--- config.mk ---
export PLATFORM = sky130hd
export DESIGN_NAME = max_arbiter_flat
export DESIGN_NICKNAME = d
export VERILOG_FILES = /design/src/rtl/max_arbiter_if.sv /design/src/rtl/max_arbiter.sv /design/src/flat_wrapper.sv
export SDC_FILE = /design/constraint.sdc
export NUM_CORES = 1
export LEC_CHECK = 0
export ABC_AREA = 1
export CAP_MARGIN = 20
export CORE_UTILIZATION = 40
export CTS_BUF_LIST = sky130_fd_sc_hd__clkbuf_2 sky130_fd_sc_hd__clkbuf_4 sky130_fd_sc_hd__clkbuf_8
export DETAILED_ROUTE_END_ITERATION = 12
export GPL_ROUTABILITY_DRIVEN = 0
export PLACE_DENSITY = 0.67
export SETUP_SLACK_MARGIN = 0.3
export SLEW_MARGIN = 10
export SYNTH_ARGS = -nofsm -noshare
export SYNTH_HDL_FRONTEND = slang
export SYNTH_SLANG_ARGS = --single-unit
--- constraint.sdc ---
create_clock -name clk -period 3 [get_ports clk]
set_input_delay 0.6 -clock clk [delete_from_list [all_inputs] [get_ports clk]]
set_output_delay 0.6 -clock clk [all_outputs]
set_load 0.005 [all_outputs]
--- src/rtl/max_arbiter_if.sv ---
// rtl/max_arbiter_if.sv - request/response and max_top bundle shared by max_arbiter and its parent
interface max_arbiter_if #(
   parameter int DATA_WIDTH = 16,
   parameter int ACTIONS    = 4
);
   logic [1:0]                        req_valid;
   logic [2*DATA_WIDTH*ACTIONS-1:0]   req_data;
   logic [1:0]                        req_ready;
   logic [1:0]                        resp_valid;
   logic [2*DATA_WIDTH-1:0]           resp_data;
   logic [1:0]                        resp_ready;
   logic                              mx_valid;
   logic [DATA_WIDTH*ACTIONS-1:0]     mx_data;
   logic                              mx_o_valid;
   logic [DATA_WIDTH-1:0]             mx_o_data;

   modport slave (
      input  req_valid, req_data, resp_ready, mx_o_valid, mx_o_data,
      output req_ready, resp_valid, resp_data, mx_valid, mx_data
   );

   modport master (
      output req_valid, req_data, resp_ready, mx_o_valid, mx_o_data,
      input  req_ready, resp_valid, resp_data, mx_valid, mx_data
   );
endinterface

--- src/rtl/max_arbiter.sv ---
// rtl/max_arbiter.sv - two-requester arbiter sharing one max_top pipe with per-requester response FIFOs
// MAX_ARB_FIXED_PRIO_EN: requester 0 always wins instead of round robin.
module max_arbiter #(
   parameter int DATA_WIDTH    = 16,
   parameter int ACTIONS       = 4,
   parameter int ACTIONS_WIDTH = 2,
   parameter int RESP_DEPTH    = 5
) (
   input  logic         clk,
   input  logic         rst,
   max_arbiter_if.slave bus
);
   localparam int LAT = ACTIONS_WIDTH;
   localparam int VW  = DATA_WIDTH * ACTIONS;
   localparam int CW  = $clog2(RESP_DEPTH + 1);
   localparam int PW  = (RESP_DEPTH > 1) ? $clog2(RESP_DEPTH) : 1;
   localparam logic [CW-1:0] CREDIT_MAX = CW'(RESP_DEPTH);
   localparam logic [PW-1:0] PTR_LAST   = PW'(RESP_DEPTH - 1);

   logic [1:0]            elig;
   logic [1:0]            grant;
   logic [1:0]            pop;
   logic [CW-1:0]         credit_q [2];
   logic [CW-1:0]         credit_d [2];
   logic                  mx_valid_q;
   logic                  mx_tag_q;
   logic [VW-1:0]         mx_data_q;
   logic [LAT-1:0]        tp_valid_q;
   logic [LAT-1:0]        tp_tag_q;
   logic                  push;
   logic                  push_id;
   logic [DATA_WIDTH-1:0] mem_q [2][RESP_DEPTH];
   logic [PW-1:0]         wr_q [2];
   logic [PW-1:0]         rd_q [2];
   logic [CW-1:0]         cnt_q [2];
   logic [1:0]            resp_valid_w;
   logic [2*DATA_WIDTH-1:0] resp_data_w;

   function automatic logic [PW-1:0] ptr_inc(input logic [PW-1:0] p);
      return (p == PTR_LAST) ? '0 : p + 1'b1;
   endfunction

   // Credit counts in-flight plus stored entries, so a granted op always has a FIFO slot.
   always_comb begin
      elig = 2'b00;
      for (int i = 0; i < 2; i++) begin
         elig[i] = bus.req_valid[i] && (credit_q[i] < CREDIT_MAX);
      end
   end

`ifdef MAX_ARB_FIXED_PRIO_EN
   always_comb begin
      grant = 2'b00;
      if (elig[0])      grant = 2'b01;
      else if (elig[1]) grant = 2'b10;
   end
`else
   logic rr_q;
   logic rr_d;

   always_comb begin
      grant = 2'b00;
      rr_d  = rr_q;
      if (elig == 2'b11) grant = rr_q ? 2'b10 : 2'b01;
      else               grant = elig;
      if (grant[0])      rr_d = 1'b1;
      else if (grant[1]) rr_d = 1'b0;
   end

   always_ff @(posedge clk) begin
      if (rst) rr_q <= 1'b0;
      else     rr_q <= rr_d;
   end
`endif

   always_comb begin
      pop = 2'b00;
      for (int i = 0; i < 2; i++) begin
         pop[i]      = bus.resp_ready[i] && (cnt_q[i] != '0);
         credit_d[i] = credit_q[i];
         if (grant[i] && !pop[i])      credit_d[i] = credit_q[i] + 1'b1;
         else if (!grant[i] && pop[i]) credit_d[i] = credit_q[i] - 1'b1;
      end
   end

   always_ff @(posedge clk) begin
      if (rst) begin
         credit_q[0] <= '0;
         credit_q[1] <= '0;
      end else begin
         credit_q[0] <= credit_d[0];
         credit_q[1] <= credit_d[1];
      end
   end

   // Registered launch stage into max_top; the tag rides alongside the op for LAT cycles.
   always_ff @(posedge clk) begin
      if (rst) begin
         mx_valid_q <= 1'b0;
         mx_tag_q   <= 1'b0;
         mx_data_q  <= '0;
         tp_valid_q <= '0;
         tp_tag_q   <= '0;
      end else begin
         mx_valid_q <= |grant;
         mx_tag_q   <= grant[1];
         if (grant[1])      mx_data_q <= bus.req_data[VW +: VW];
         else if (grant[0]) mx_data_q <= bus.req_data[0 +: VW];
         else               mx_data_q <= '0;
         tp_valid_q[0] <= mx_valid_q;
         tp_tag_q[0]   <= mx_tag_q;
         for (int k = 1; k < LAT; k++) begin
            tp_valid_q[k] <= tp_valid_q[k-1];
            tp_tag_q[k]   <= tp_tag_q[k-1];
         end
      end
   end

   assign push    = bus.mx_o_valid && tp_valid_q[LAT-1];
   assign push_id = tp_tag_q[LAT-1];

   always_ff @(posedge clk) begin
      if (push) mem_q[push_id][wr_q[push_id]] <= bus.mx_o_data;
   end

   always_ff @(posedge clk) begin
      if (rst) begin
         for (int i = 0; i < 2; i++) begin
            wr_q[i]  <= '0;
            rd_q[i]  <= '0;
            cnt_q[i] <= '0;
         end
      end else begin
         for (int i = 0; i < 2; i++) begin
            if (push && (push_id == 1'(i))) wr_q[i] <= ptr_inc(wr_q[i]);
            if (pop[i])                     rd_q[i] <= ptr_inc(rd_q[i]);
            if ((push && (push_id == 1'(i))) && !pop[i])      cnt_q[i] <= cnt_q[i] + 1'b1;
            else if (!(push && (push_id == 1'(i))) && pop[i]) cnt_q[i] <= cnt_q[i] - 1'b1;
         end
      end
   end

   always_comb begin
      resp_valid_w = 2'b00;
      resp_data_w  = '0;
      for (int i = 0; i < 2; i++) begin
         resp_valid_w[i]                        = (cnt_q[i] != '0);
         resp_data_w[i*DATA_WIDTH +: DATA_WIDTH] = mem_q[i][rd_q[i]];
      end
   end

   assign bus.req_ready  = grant;
   assign bus.mx_valid   = mx_valid_q;
   assign bus.mx_data    = mx_data_q;
   assign bus.resp_valid = resp_valid_w;
   assign bus.resp_data  = resp_data_w;
endmodule

--- src/flat_wrapper.sv ---
// flat-port wrapper written by rule: the top's interface ports become plain ports
module max_arbiter_flat 
#(
   parameter int DATA_WIDTH    = 16,
   parameter int ACTIONS       = 4,
   parameter int ACTIONS_WIDTH = 2,
   parameter int RESP_DEPTH    = 5
)
  (clk, rst, bus_req_valid, bus_req_data, bus_resp_ready, bus_mx_o_valid, bus_mx_o_data, bus_req_ready, bus_resp_valid, bus_resp_data, bus_mx_valid, bus_mx_data);
  max_arbiter_if #(.DATA_WIDTH(DATA_WIDTH), .ACTIONS(ACTIONS)) bus_i ();
  input  logic clk;
  input  logic rst;
  input wire logic [$bits(bus_i.req_valid)-1:0] bus_req_valid;
  input wire logic [$bits(bus_i.req_data)-1:0] bus_req_data;
  input wire logic [$bits(bus_i.resp_ready)-1:0] bus_resp_ready;
  input wire logic [$bits(bus_i.mx_o_valid)-1:0] bus_mx_o_valid;
  input wire logic [$bits(bus_i.mx_o_data)-1:0] bus_mx_o_data;
  output wire logic [$bits(bus_i.req_ready)-1:0] bus_req_ready;
  output wire logic [$bits(bus_i.resp_valid)-1:0] bus_resp_valid;
  output wire logic [$bits(bus_i.resp_data)-1:0] bus_resp_data;
  output wire logic [$bits(bus_i.mx_valid)-1:0] bus_mx_valid;
  output wire logic [$bits(bus_i.mx_data)-1:0] bus_mx_data;
  assign bus_i.req_valid = bus_req_valid;
  assign bus_i.req_data = bus_req_data;
  assign bus_i.resp_ready = bus_resp_ready;
  assign bus_i.mx_o_valid = bus_mx_o_valid;
  assign bus_i.mx_o_data = bus_mx_o_data;
  assign bus_req_ready = bus_i.req_ready;
  assign bus_resp_valid = bus_i.resp_valid;
  assign bus_resp_data = bus_i.resp_data;
  assign bus_mx_valid = bus_i.mx_valid;
  assign bus_mx_data = bus_i.mx_data;
  max_arbiter #(.DATA_WIDTH(DATA_WIDTH), .ACTIONS(ACTIONS), .ACTIONS_WIDTH(ACTIONS_WIDTH), .RESP_DEPTH(RESP_DEPTH)) u_core (.clk(clk), .rst(rst), .bus(bus_i));
endmodule
# After elaboration in Yosys (flattened, before gate mapping)
# Memory sizes are Yosys's and may differ from the RTL's. A register that Yosys moved wholly into a read port is not among the register bits.
# Index checks and enable logic that the tools add are counted.
# Widths: inputs -> output; s select.
# totals
reg_bits	71
latchBits	0
mem_bits_rw	184
mem_bits_ro	0
output_inout_bits	101
memories	5
# mem_list
memory	words	word_bits	read_ports	rd_clocked_by_memory_dff	write_ports	line_no	source
u_core.mem_q	2	80	2	0	1	max_arbiter.sv:32	logic [DATA_WIDTH-1:0] mem_q [2][RESP_DEPTH];
u_core.cnt_q	2	3	2	0	2	max_arbiter.sv:35	logic [CW-1:0] cnt_q [2];
u_core.credit_q	2	3	2	0	2	max_arbiter.sv:23	logic [CW-1:0] credit_q [2];
u_core.rd_q	2	3	2	0	2	max_arbiter.sv:34	logic [PW-1:0] rd_q [2];
u_core.wr_q	2	3	3	1	2	max_arbiter.sv:33	logic [PW-1:0] wr_q [2];
# classes
add_sub_neg	12
multipliers	0
div	0
n_lt_le_gt_ge	6
n_eq_ne	5
shift	0
n_mux	64
n_bitwise	14
reduce_logical	26
# ops
cell	count
$mux 64	2
$bmux 16 s3	2
$mux 16	5
$mux 80	1
$mux 3	18
$demux 16 s3	1
$mux 1	33
$add 3x1->3 const B	8
$logic_and 1x1->1	16
$eq 3x3->1 const B	4
$ge 4x4->1 const B	3
$not 3->4	3
$sub 3x1->3 const B	4
$or 1x1->1	10
$logic_not 1->1	6
$lt 3x3->1 const B	2
$reduce_bool 3->1	2
$lt 4x1->1 const B	1
$mux 2	2
$eq 2x2->1 const B	1
$reduce_bool 2->1	1
$reduce_or 2->1	1
$not 1->1	1

# Longest topological paths before layout
# depth
ltp_word	9
ltp_mapped	13

# Least setup slack after synthesis
# No wires, ideal clock.
# synth_timing
path_type	input to register
from	input port bus_req_valid[1]
to	memory u_core.credit_q[0][2] in the netlist's numbering
setup_time_ns	0.122
arrival_time_ns	2.202
slack_ns	0.676
path_stages	12
n_path_buf	2
cell_sequence	nand3_1 buf_2 buf_2 nand2_1 inv_1 ha_1 inv_1 fa_1 a21oi_1 o21ai_0 o21ai_0 a21oi_1
# synth_rtl
element	line_no	source
from (decl)	flat_wrapper.sv:13	input wire logic [$bits(bus_i.req_valid)-1:0] bus_req_valid;
to (decl)	max_arbiter.sv:23	

==> results.py <==
metrics = {
    "drt": {
        "ant_nets": 0,
        "first_pass_iters": 7,
        "initialDrtViolationCount": 419,
        "wirelength_um": 29000,
        "viasPerCell": 4.913,
        "route.vias.total": 8023,
        "drc": 0,
        "wl_per_cell_um": 17.76,
    },
    "worst_setup_path": {
        "critPathRequiredTime_ns": 2.40,
        "end_kind": "output port",
        "cp_max_fo": 4,
        "crit_type": "register to output port",
        "path_cells": "o21ai_1 -> and2_1 -> nand2_2 -> inv_1 -> clkdlybuf4s50_1",
        "worstPathArrival_ns": 2.00,
        "slowest_delay_ns": 0.50,
        "crit_slowest_cell": "clkdlybuf4s50_1",
        "startpoint_type": "register",
        "r2r_slack_ns": 0.84,
    },
    "timing": {
        "setup_slack_ns": 0.4005,
        "clock.fmax_mhz": 384.7,
        "setup_viol": 0,
        "slew_headroom": 0.5239,
        "hold_viol": 0,
        "finalCritPeriodShare": 0.8665,
        "rsz0062_at_grt": "no",
        "maxSlewViolCount": 0,
        "worst_slew_pin_slew_ns": 0.7142,
        "fin_skew_ns": 0.02403,
        "tns_ns": 0,
        "fin_crit_ns": 2.599,
    },
    "grt": {
        "groute.usage.overall": 0.2164,
        "gr-total-overflow": 0,
        "grt_pass1_wl_um": 43770,
        "grt_pass1_vias": 7938,
        "antenna_found_initial": 6,
        "grt_max_degree": 65,
    },
    "final_layout": {
        "drive_above_1_share": 0.1505,
        "final.fill_count": 2266,
        "post-route-util": 0.5625,
        "multi_input_area_mm2": 0.003075,
        "area_growth_pct": 38.35,
        "ff_latch_area_mm2": 0.006887,
        "nets": 1433,
    },
    "floorplan": {
        "rows": 59,
        "fp.dieW_um": 164.3,
        "core_area_mm2": 0.02591,
        "die_y_um": 164.3,
        "start_util": 0.4065,
        "num_io_pins": 252,
        "dieArea_mm2": 0.02699,
    },
    "power_and_ir_drop": {
        "power.share.switching": 0.2733,
        "cellPowerDensity_mw_per_mm2": 627.9,
        "p_sw_mw": 2.501,
        "ir_worst_vdd_v": 0.0003043,
        "p_comb_frac": 0.221,
        "p_int_mw": 6.651,
        "power_frac_seq": 0.443,
        "p_leak_nw": 5.791,
        "clkPwrFrac": 0.336,
    },
    "clock_network": {
        "cts_buffer_depth": 3,
        "cts_tree": "done",
        "cts_sinks": 255,
        "cts_root_buf": "clkbuf_8",
        "ctsHtreeMaxLevel": 2,
        "cts-hold-fix-buffers": 0,
        "clock_latency_ns": 0.56,
        "cts_buffers": 43,
        "clkTransAtPathRegs_ns": 0.06,
    },
    "logic_synthesis": {
        "synth-seq-cells": 255,
        "syn-mean-instance-area_um2": 10.77,
        "yosys.area.top_type_share": 0.5074,
        "ys_warn_count": 0,
        "ys_seq_area_frac": 0.6538,
        "synthTopCellsByArea": "edfxtp_1 (51%), dfxtp_1 (15%), nand3_1 (7.6%)",
        "synth_ff_type": "edfxtp_1",
        "netlist_area_mm2": 0.01053,
        "yosysTopAreaCell": "edfxtp_1",
        "syn_inst": 978,
        "synthesis.nets": 1145,
        "synthTopCellsByCount": "nand2_1 (211), edfxtp_1 (178), nand3_1 (161)",
        "synth.most_common_cell": "nand2_1",
        "async_reset_ff_frac": 0,
        "synth_edf_count": 178,
        "ys_types": 27,
    },
    "job": {
        "max-cap-violations": 0,
    },
    "placement": {
        "port_buffers": 251,
        "dp_hpwl_um": 19500,
        "pre_cts_ws_ns": 0.2632,
    },
    "status": {
        "status": "complete, no violations",
    },
    "hold_path": {
        "hold_class": "register to register",
    },
}
-- registers in the layout (all words and copies together), names as in the netlist --
name                 cells
u_core.mem_q           160
u_core.bus.mx_data      64
u_core.cnt_q             6
u_core.credit_q          6
u_core.rd_q              6
u_core.wr_q              6
u_core.tp_tag_q          2
u_core.tp_valid_q        2
u_core.bus.mx_valid      1
u_core.mx_tag_q          1
u_core.rr_q              1
-- power by group through the flow --
stage               Combinational, mW  Sequential, mW  Clock [mW]
finish                           2.02            4.06        3.07
detailed placement               1.95            4.13           0
CTS                              2.00            4.06        3.14
floorplan                       0.946            4.12           0
global placement                 1.93            4.12           0
global route                     2.24            4.07        3.31
-- logic make-up after synthesis --
logic type	share of synthesized area
flip-flops	0.6538
buffers and inverters	0.05903
XOR/XNOR	0.007483
AND/OR/NAND/NOR	0.1807
AO/OA/AOI/OAI	0.07792
adder cells (fa/ha/maj)	0.02114
-- critical path, delay by kind of cell (launching register included) --
| family | cells | cell delay, ns |
|---|---|---|
| AO/OA/AOI/OAI | 1 | 0.23 |
| buffers and inverters | 2 | 0.60 |
| flip-flops | 1 | 0.34 |
| AND/OR/NAND/NOR | 2 | 0.28 |
-- stage by stage --
step	area, um^2	power, mW	std cells	hold slack (ns)
finish	14570	9.151	1633	0.4110
global route	14570	9.619	1633	0.4268
CTS	14410	9.207	1622	0.4153
detailed placement	13420	6.079	1543	0.3983
global placement	13420	6.050	1543	0.3916
floorplan	10530	5.070	978	0.3883
-- layout make-up --
class / count / share of cell area
clock buffer: 65 / 0.05409
timing repair buffer: 300 / 0.2095
antenna: 2 / 0.0003434
sequential: 255 / 0.4725
tap: 335 / 0.02876
multi-input combinational: 593 / 0.2110
clock inverter: 10 / 0.004636
inverter: 73 / 0.01914
-- cells in the final DEF (no fill, tap or decap), types with 5 or more instances in the layout --
cell type,count
a31oi_1,5
dfxtp_1,77
o21ai_1,10
edfxtp_1,178
buf_4,36
nand2_1,210
buf_12,6
nand2_2,11
clkbuf_8,48
dlygate4sd2_1,11
nor2_1,56
inv_1,68
xnor2_1,6
a21oi_1,8
o21ai_0,49
clkdlybuf4s50_1,219
nand3_1,158
clkbuf_4,17
clkinv_1,6
dlymetal6s2s_1,17
o21ai_2,52
ha_1,13
-- repair_timing --
item | CTS | global route
setup endpoints to repair | 32 | 24
gates resized for setup | 48 | 30
cloned | 1 | 2
pin swaps | 0 | 2
buffers inserted | 3 | 7
-- worst paths after layout --
kind | startpoint | depth (start not counted) | endpoint
max reg2reg | u_core.tp_tag_q[1] | 9 | u_core.cnt_q[0][2]
max | u_core.credit_q[0][3] | 5 | bus_req_ready[1]
min | u_core.mx_tag_q | 2 | u_core.tp_tag_q[0]
min reg2reg | u_core.mx_tag_q | 2 | u_core.tp_tag_q[0]
-- routing by layer --
layer,GRT usage,share of wire,up-vias
met4,0.06397,0.020,0
met1,0.2407,0.38,3783
met3,0.07298,0.086,48
met2,0.3886,0.52,287
li1,-,-,3905
met5,0,0,-
Note: power is estimated with default switching activity, not from simulation.
